## config.mk

```make
export PLATFORM = sky130hd
export DESIGN_NAME = weights_fetch_scheduler
export DESIGN_NICKNAME = d
export VERILOG_FILES = /design/src/rtl/weights_fetch_scheduler_pkg.sv /design/src/rtl/weights_fetch_scheduler_counter.sv /design/src/rtl/weights_fetch_scheduler.sv
export SDC_FILE = /design/constraint.sdc
export NUM_CORES = 1
export LEC_CHECK = 0
export CAP_MARGIN = 25
export CORE_ASPECT_RATIO = 1.2
export CORE_MARGIN = 3
export CORE_UTILIZATION = 40
export DETAILED_ROUTE_END_ITERATION = 10
export PLACE_DENSITY = 0.67
export SLEW_MARGIN = 0
export SYNTH_ARGS = -nofsm -noshare
export SYNTH_HDL_FRONTEND = slang
export SYNTH_HIERARCHICAL = 1
export SYNTH_SLANG_ARGS = --single-unit
```

## constraint.sdc

```tcl
create_clock -name aclk -period 3.6 [get_ports aclk]
set_input_delay 0.36 -clock aclk [delete_from_list [all_inputs] [get_ports aclk]]
set_output_delay 0.36 -clock aclk [all_outputs]
set_load 0.005 [all_outputs]
```

## src/rtl/weights_fetch_scheduler_pkg.sv

```systemverilog
// Shared types for the weights fetch scheduler and its descriptor source.
package weights_fetch_scheduler_pkg;

  localparam int unsigned WFS_ADDR_W = 32;
  localparam int unsigned WFS_LEN_W  = 23;
  localparam int unsigned WFS_IT_W   = 16;

  typedef enum logic [1:0] {
    ST_IDLE,
    ST_ISSUE,
    ST_DRAIN,
    ST_DONE
  } wfs_state_e;

  // Layer descriptor as produced by the CSR block.
  typedef struct packed {
    logic [WFS_ADDR_W-1:0] base;
    logic [WFS_LEN_W-1:0]  bytes;
    logic [WFS_IT_W-1:0]   it_1;
    logic                  last_layer;
  } layer_desc_t;

endpackage

```

## src/rtl/weights_fetch_scheduler_counter.sv

```systemverilog
// Up/down counter: simultaneous inc/dec cancel, inc at MAX is dropped and flagged,
// dec at zero is dropped.
module up_down_sat_counter #(
  parameter int unsigned WIDTH = 2,
  parameter int unsigned MAX   = 2,
  parameter int unsigned INIT  = 0
) (
  input  logic             clk,
  input  logic             rst_n,
  input  logic             inc,
  input  logic             dec,
  output logic [WIDTH-1:0] count,
  output logic             zero_c,
  output logic             sat_c
);

  logic [WIDTH-1:0] count_q, count_d;

  // Next count and saturation detect.
  always_comb begin
    count_d = count_q;
    sat_c   = 1'b0;
    if (inc && !dec) begin
      if (count_q == WIDTH'(MAX)) begin
        sat_c = 1'b1;
      end else begin
        count_d = count_q + WIDTH'(1);
      end
    end else if (dec && !inc) begin
      if (count_q != '0) begin
        count_d = count_q - WIDTH'(1);
      end
    end
  end

  // Count register.
  always_ff @(posedge clk or negedge rst_n) begin
    if (!rst_n) begin
      count_q <= WIDTH'(INIT);
    end else begin
      count_q <= count_d;
    end
  end

  assign count  = count_q;
  assign zero_c = (count_q == '0);

endmodule

```

## src/rtl/weights_fetch_scheduler.sv

```systemverilog
// Turns a layer descriptor into credit-throttled weight DMA commands and tracks
// in-flight bank images until the layer drains.
module weights_fetch_scheduler
  import weights_fetch_scheduler_pkg::*;
#(
  parameter int unsigned  ADDR_WIDTH = WFS_ADDR_W,
  parameter int unsigned  LEN_WIDTH  = WFS_LEN_W,
  parameter int unsigned  BITS_IT    = WFS_IT_W,
  parameter int unsigned  N_BANKS    = 2,
  localparam int unsigned BITS_CRED  = $clog2(N_BANKS + 1)
) (
  input  logic                  aclk,
  input  logic                  aresetn,
  input  logic                  s_cfg_valid,
  output logic                  s_cfg_ready,
  input  logic [ADDR_WIDTH-1:0] s_cfg_base,
  input  logic [LEN_WIDTH-1:0]  s_cfg_bytes,
  input  logic [BITS_IT-1:0]    s_cfg_it_1,
  input  logic                  s_cfg_last_layer,
  output logic                  m_cmd_valid,
  input  logic                  m_cmd_ready,
  output logic [ADDR_WIDTH-1:0] m_cmd_addr,
  output logic [LEN_WIDTH-1:0]  m_cmd_len,
  output logic                  m_cmd_last,
  input  logic                  fill_done,
  input  logic                  bank_release,
  output logic                  busy,
  output logic                  layer_done,
  output logic                  all_done,
  output logic [BITS_CRED-1:0]  credits,
  output logic                  err_credit
);

  wfs_state_e           state_q, state_d;
  layer_desc_t          desc_q, desc_d;
  logic [WFS_IT_W-1:0]  it_cnt_q, it_cnt_d;
  logic                 cfg_ready_q, cfg_ready_d;
  logic                 layer_done_q, layer_done_d;
  logic                 all_done_q, all_done_d;
  logic                 err_credit_q, err_credit_d;
  logic [BITS_CRED-1:0] pending;
  logic                 cred_zero_c, cred_sat_c;
  logic                 pend_zero_c, pend_sat_unused;
  logic                 cfg_hs_c, cmd_hs_c, cmd_last_c;

  // Handshakes and command decode; valid depends on registered state only.
  assign cfg_hs_c    = s_cfg_valid && cfg_ready_q;
  assign m_cmd_valid = (state_q == ST_ISSUE) && !cred_zero_c;
  assign cmd_hs_c    = m_cmd_valid && m_cmd_ready;
  assign cmd_last_c  = (it_cnt_q == desc_q.it_1);

  // Free rotator banks: taken by a command, returned by a bank release.
  up_down_sat_counter #(
    .WIDTH(BITS_CRED),
    .MAX  (N_BANKS),
    .INIT (N_BANKS)
  ) u_credits (
    .clk   (aclk),
    .rst_n (aresetn),
    .inc   (bank_release),
    .dec   (cmd_hs_c),
    .count (credits),
    .zero_c(cred_zero_c),
    .sat_c (cred_sat_c)
  );

  // Images commanded but not yet fully received by the rotator.
  up_down_sat_counter #(
    .WIDTH(BITS_CRED),
    .MAX  (N_BANKS),
    .INIT (0)
  ) u_pending (
    .clk   (aclk),
    .rst_n (aresetn),
    .inc   (cmd_hs_c),
    .dec   (fill_done),
    .count (pending),
    .zero_c(pend_zero_c),
    .sat_c (pend_sat_unused)
  );

  // Next-state and registered-output logic; desc.base doubles as the running address.
  always_comb begin
    state_d      = state_q;
    desc_d       = desc_q;
    it_cnt_d     = it_cnt_q;
    layer_done_d = 1'b0;
    all_done_d   = 1'b0;
    err_credit_d = err_credit_q | cred_sat_c;
    case (state_q)
      ST_IDLE: begin
        if (cfg_hs_c) begin
          desc_d.base       = WFS_ADDR_W'(s_cfg_base);
          desc_d.bytes      = WFS_LEN_W'(s_cfg_bytes);
          desc_d.it_1       = WFS_IT_W'(s_cfg_it_1);
          desc_d.last_layer = s_cfg_last_layer;
          it_cnt_d          = '0;
          state_d           = ST_ISSUE;
        end
      end
      ST_ISSUE: begin
        if (cmd_hs_c) begin
          desc_d.base = desc_q.base + WFS_ADDR_W'(desc_q.bytes);
          if (cmd_last_c) begin
            state_d = ST_DRAIN;
          end else begin
            it_cnt_d = it_cnt_q + WFS_IT_W'(1);
          end
        end
      end
      ST_DRAIN: begin
        if (pend_zero_c || ((pending == BITS_CRED'(1)) && fill_done)) begin
          state_d = ST_DONE;
        end
      end
      ST_DONE: begin
        layer_done_d = 1'b1;
        all_done_d   = desc_q.last_layer;
        state_d      = ST_IDLE;
      end
      default: state_d = ST_IDLE;
    endcase
    cfg_ready_d = (state_d == ST_IDLE);
  end

  // State and output registers.
  always_ff @(posedge aclk or negedge aresetn) begin
    if (!aresetn) begin
      state_q      <= ST_IDLE;
      desc_q       <= '0;
      it_cnt_q     <= '0;
      cfg_ready_q  <= 1'b0;
      layer_done_q <= 1'b0;
      all_done_q   <= 1'b0;
      err_credit_q <= 1'b0;
    end else begin
      state_q      <= state_d;
      desc_q       <= desc_d;
      it_cnt_q     <= it_cnt_d;
      cfg_ready_q  <= cfg_ready_d;
      layer_done_q <= layer_done_d;
      all_done_q   <= all_done_d;
      err_credit_q <= err_credit_d;
    end
  end

  assign s_cfg_ready = cfg_ready_q;
  assign m_cmd_addr  = ADDR_WIDTH'(desc_q.base);
  assign m_cmd_len   = LEN_WIDTH'(desc_q.bytes);
  assign m_cmd_last  = cmd_last_c;
  assign busy        = (state_q != ST_IDLE);
  assign layer_done  = layer_done_q;
  assign all_done    = all_done_q;
  assign err_credit  = err_credit_q;

endmodule

```

==> results.sh <==
export IMPL_status="complete, no violations"
export IMPL_diodes=0
export IMPL_seq_power_share_pct=28.4
export IMPL_worst_path_max_delay_cell="fa_1"
export IMPL_combPwrFrac_pct=56.2
export IMPL_gr_usage_all_layers_pct=20.03
export IMPL_max_cap_violations=0
export IMPL_seqCellArea_sq_mm=0.002454
export IMPL_post_route_period_util_pct=82.96
export IMPL_core_sq_mm=0.01471
export IMPL_cts_max_level=3
export IMPL_nFillCells=1357
export IMPL_syn_inst=714
export IMPL_die_area_sq_mm=0.01683
export IMPL_dr_total_vias=5304
export IMPL_setup_ws_ns=0.6136
export IMPL_clockPowerShare_pct=15.5
export IMPL_cp_data_arrival_time_ns=3.23
export IMPL_path_cells="ha_1 > fa_1 > a211oi_1 > o21bai_2 > a221o_2 > a31oi_1 > o31ai_1 > a21o_1 > xnor2_1 > a21oi_1"
export IMPL_syn_cell_area_sq_mm=0.006122
export IMPL_vdd_drop_max_v=0.0002499
export IMPL_avgSynthCellArea_sq_um=8.574
export IMPL_finClkSkew_ns=0.009137
export IMPL_place_congestion=0.8223
export IMPL_power_per_cell_area_mw_per_mm2=913.1
export IMPL_die_x_um=118.9
export IMPL_tns_ns=0
export IMPL_place_hpwl_um=12060
export IMPL_multi_input_area_sq_mm=0.003102
export IMPL_critical_path_max_stage_delay_ns=0.43
export IMPL_area_growth_pct=26.55
export IMPL_io_buffers=141
export IMPL_cts_root_buf="clkbuf_16"
export IMPL_ios=142
export IMPL_ant_nets=0
export IMPL_grt_ovfl_total=0
export IMPL_grt_pass1_vias=5376
export IMPL_finalSetupViolCount=0
export IMPL_cp_data_required_time_ns=3.84
export IMPL_cts_made_buffers=9
export IMPL_cts_resized_gates=0
export IMPL_via_per_inst=5.315
export IMPL_num_rows=48
export IMPL_avgRoutedWirePerCell_um=16.69
export IMPL_critPathBufInv=0
export IMPL_clk_latency_ns=0.35
export IMPL_tritoncts="yes"
export IMPL_fin_nets=898
export IMPL_clkSinkCount=98
export IMPL_slew_viol_final=0
export IMPL_finalHoldViolations=0
export IMPL_max_freq_ghz=0.3349
export IMPL_p_leak_nw=3.459
export IMPL_synth_net_count=819
export IMPL_path_clk_slew_ns=0.07
export IMPL_antenna_found_initial=0
export IMPL_cp_start_kind="flip-flop"
export IMPL_grt_max_degree=77
export IMPL_crit_fanout=3
export IMPL_min_period_ns=2.986
export IMPL_max_slew_margin_pct=53.38
export IMPL_tightestPinTransition_ns=0.6977
export IMPL_layout_drive_gt1_share_pct=5.890
export IMPL_critPathCaptureType="flip-flop"
export IMPL_start_util_pct=41.61
export IMPL_grt_pass1_wl_um=27100
export IMPL_rsz0062_at_grt="false"
export IMPL_intPower_mw=4.181
export IMPL_postRouteWirelength_um=16660
export IMPL_die_h_um=141.5
export IMPL_post_place_ws_ns=0.6540
export IMPL_drt_drc_violations_left=0
export IMPL_worstSetupPathType="flip-flop to flip-flop"
export IMPL_hold_path_class="primary input to async pin"
export IMPL_utilization_pct=52.65
export IMPL_sw_frac_of_total_pct=40.90
export IMPL_p_sw_mw=2.893
export IMPL_yosys_warnings=6
export IMPL_first_pass_iters=5
export IMPL_drt_iter0_markers=358
export IMPL_p_total_mw=7.074
export IMPL_clk_path_buf_depth=2
export IMPL_path_delay_family="compound AO/OA/AOI/OAI gates"
final cells by class:
cell class,instances,area share [%]
sequential,98,31.67
multi-input combinational,518,40.04
clock buffer,12,3.440
timing repair buffer,153,20.06
inverter,13,0.6298
tap,200,3.230
clock inverter,4,0.9367
sequential cells by signal (all words and copies together), names as in the netlist:
| signal | cells |
|---|---|
| u_credits/count | 2 |
| s_cfg_ready | 1 |
| m_cmd_addr | 32 |
| layer_done | 1 |
| all_done | 1 |
| state_q | 2 |
| m_cmd_len | 23 |
| desc_q | 17 |
| it_cnt_q | 16 |
| u_pending/count | 2 |
| err_credit | 1 |
placed cells by master, fill, tap and decap left out, drive strengths merged, types with 3 or more instances in the layout:
master / count
o311ai: 3
or4: 5
nand3: 26
buf: 12
nand2b: 4
dfrtp: 97
and3: 16
o211ai: 5
nand4: 12
xor2: 15
nand3b: 7
a21oi: 37
a31oi: 8
and2: 5
xnor2: 31
nor2: 54
o21ai: 31
a21o: 19
nor3: 7
nand2: 151
or3: 7
a221oi: 14
a211oi: 3
inv: 12
o21bai: 4
clkdlybuf4s50: 140
clkbuf: 12
ha: 26
metal layers:
layer	track usage, %	wire length, um	up-vias
li1	-	-	2573
met1	23.86	6923	2537
met2	35.75	8391	161
met3	3.708	918	33
met4	7.932	424	0
met5	0	0	-
path summary, 6_finish.rpt:
path                                     from              to  slack (ns)  depth (start not counted)
worst max-delay path            m_cmd_addr[0]  m_cmd_addr[22]        0.61                         10
worst min-delay path                  aresetn    m_cmd_len[5]        0.46                          2
worst max register to register  m_cmd_addr[0]  m_cmd_addr[22]        0.61                         10
worst min register to register      desc_q[0]       desc_q[0]        0.47                          2
max in group asynchronous             aresetn       desc_q[2]        2.31                          4
min in group aclk                   desc_q[0]       desc_q[0]        0.47                          2
worst reg2reg max path: cells and delay by family (launching register included):
kind	cells	cell delay, ns
xor+xnor	1	0.15
fa+ha+maj	2	0.67
flops	1	0.41
compound gates	7	1.65
power groups by stage:
stage               clock, mW  sequential [mW]  combinational [mW]
finish                   1.09             2.01                3.97
global route             1.16             2.08                4.41
CTS                      1.11             2.01                3.95
detailed placement          0             2.03                3.93
global placement            0             2.00                3.83
floorplan                   0             1.89                3.00
stage by stage:
step | instance area, sq um | hold slack (ns) | cells
final | 7747 | 0.4609 | 998
after global routing | 7747 | 0.4989 | 998
after CTS | 7682 | 0.2200 | 995
after detailed placement | 7343 | 0.4609 | 979
after global placement | 7343 | 0.4566 | 979
after floorplan | 6122 | 0.06441 | 714
what timing repair did:
action / CTS / global route
buffers inserted: 0 / 0
endpoints found under the hold margin: 0 / 22
hold buffers: 0 / 1
Power figures use the tool's default switching activity.
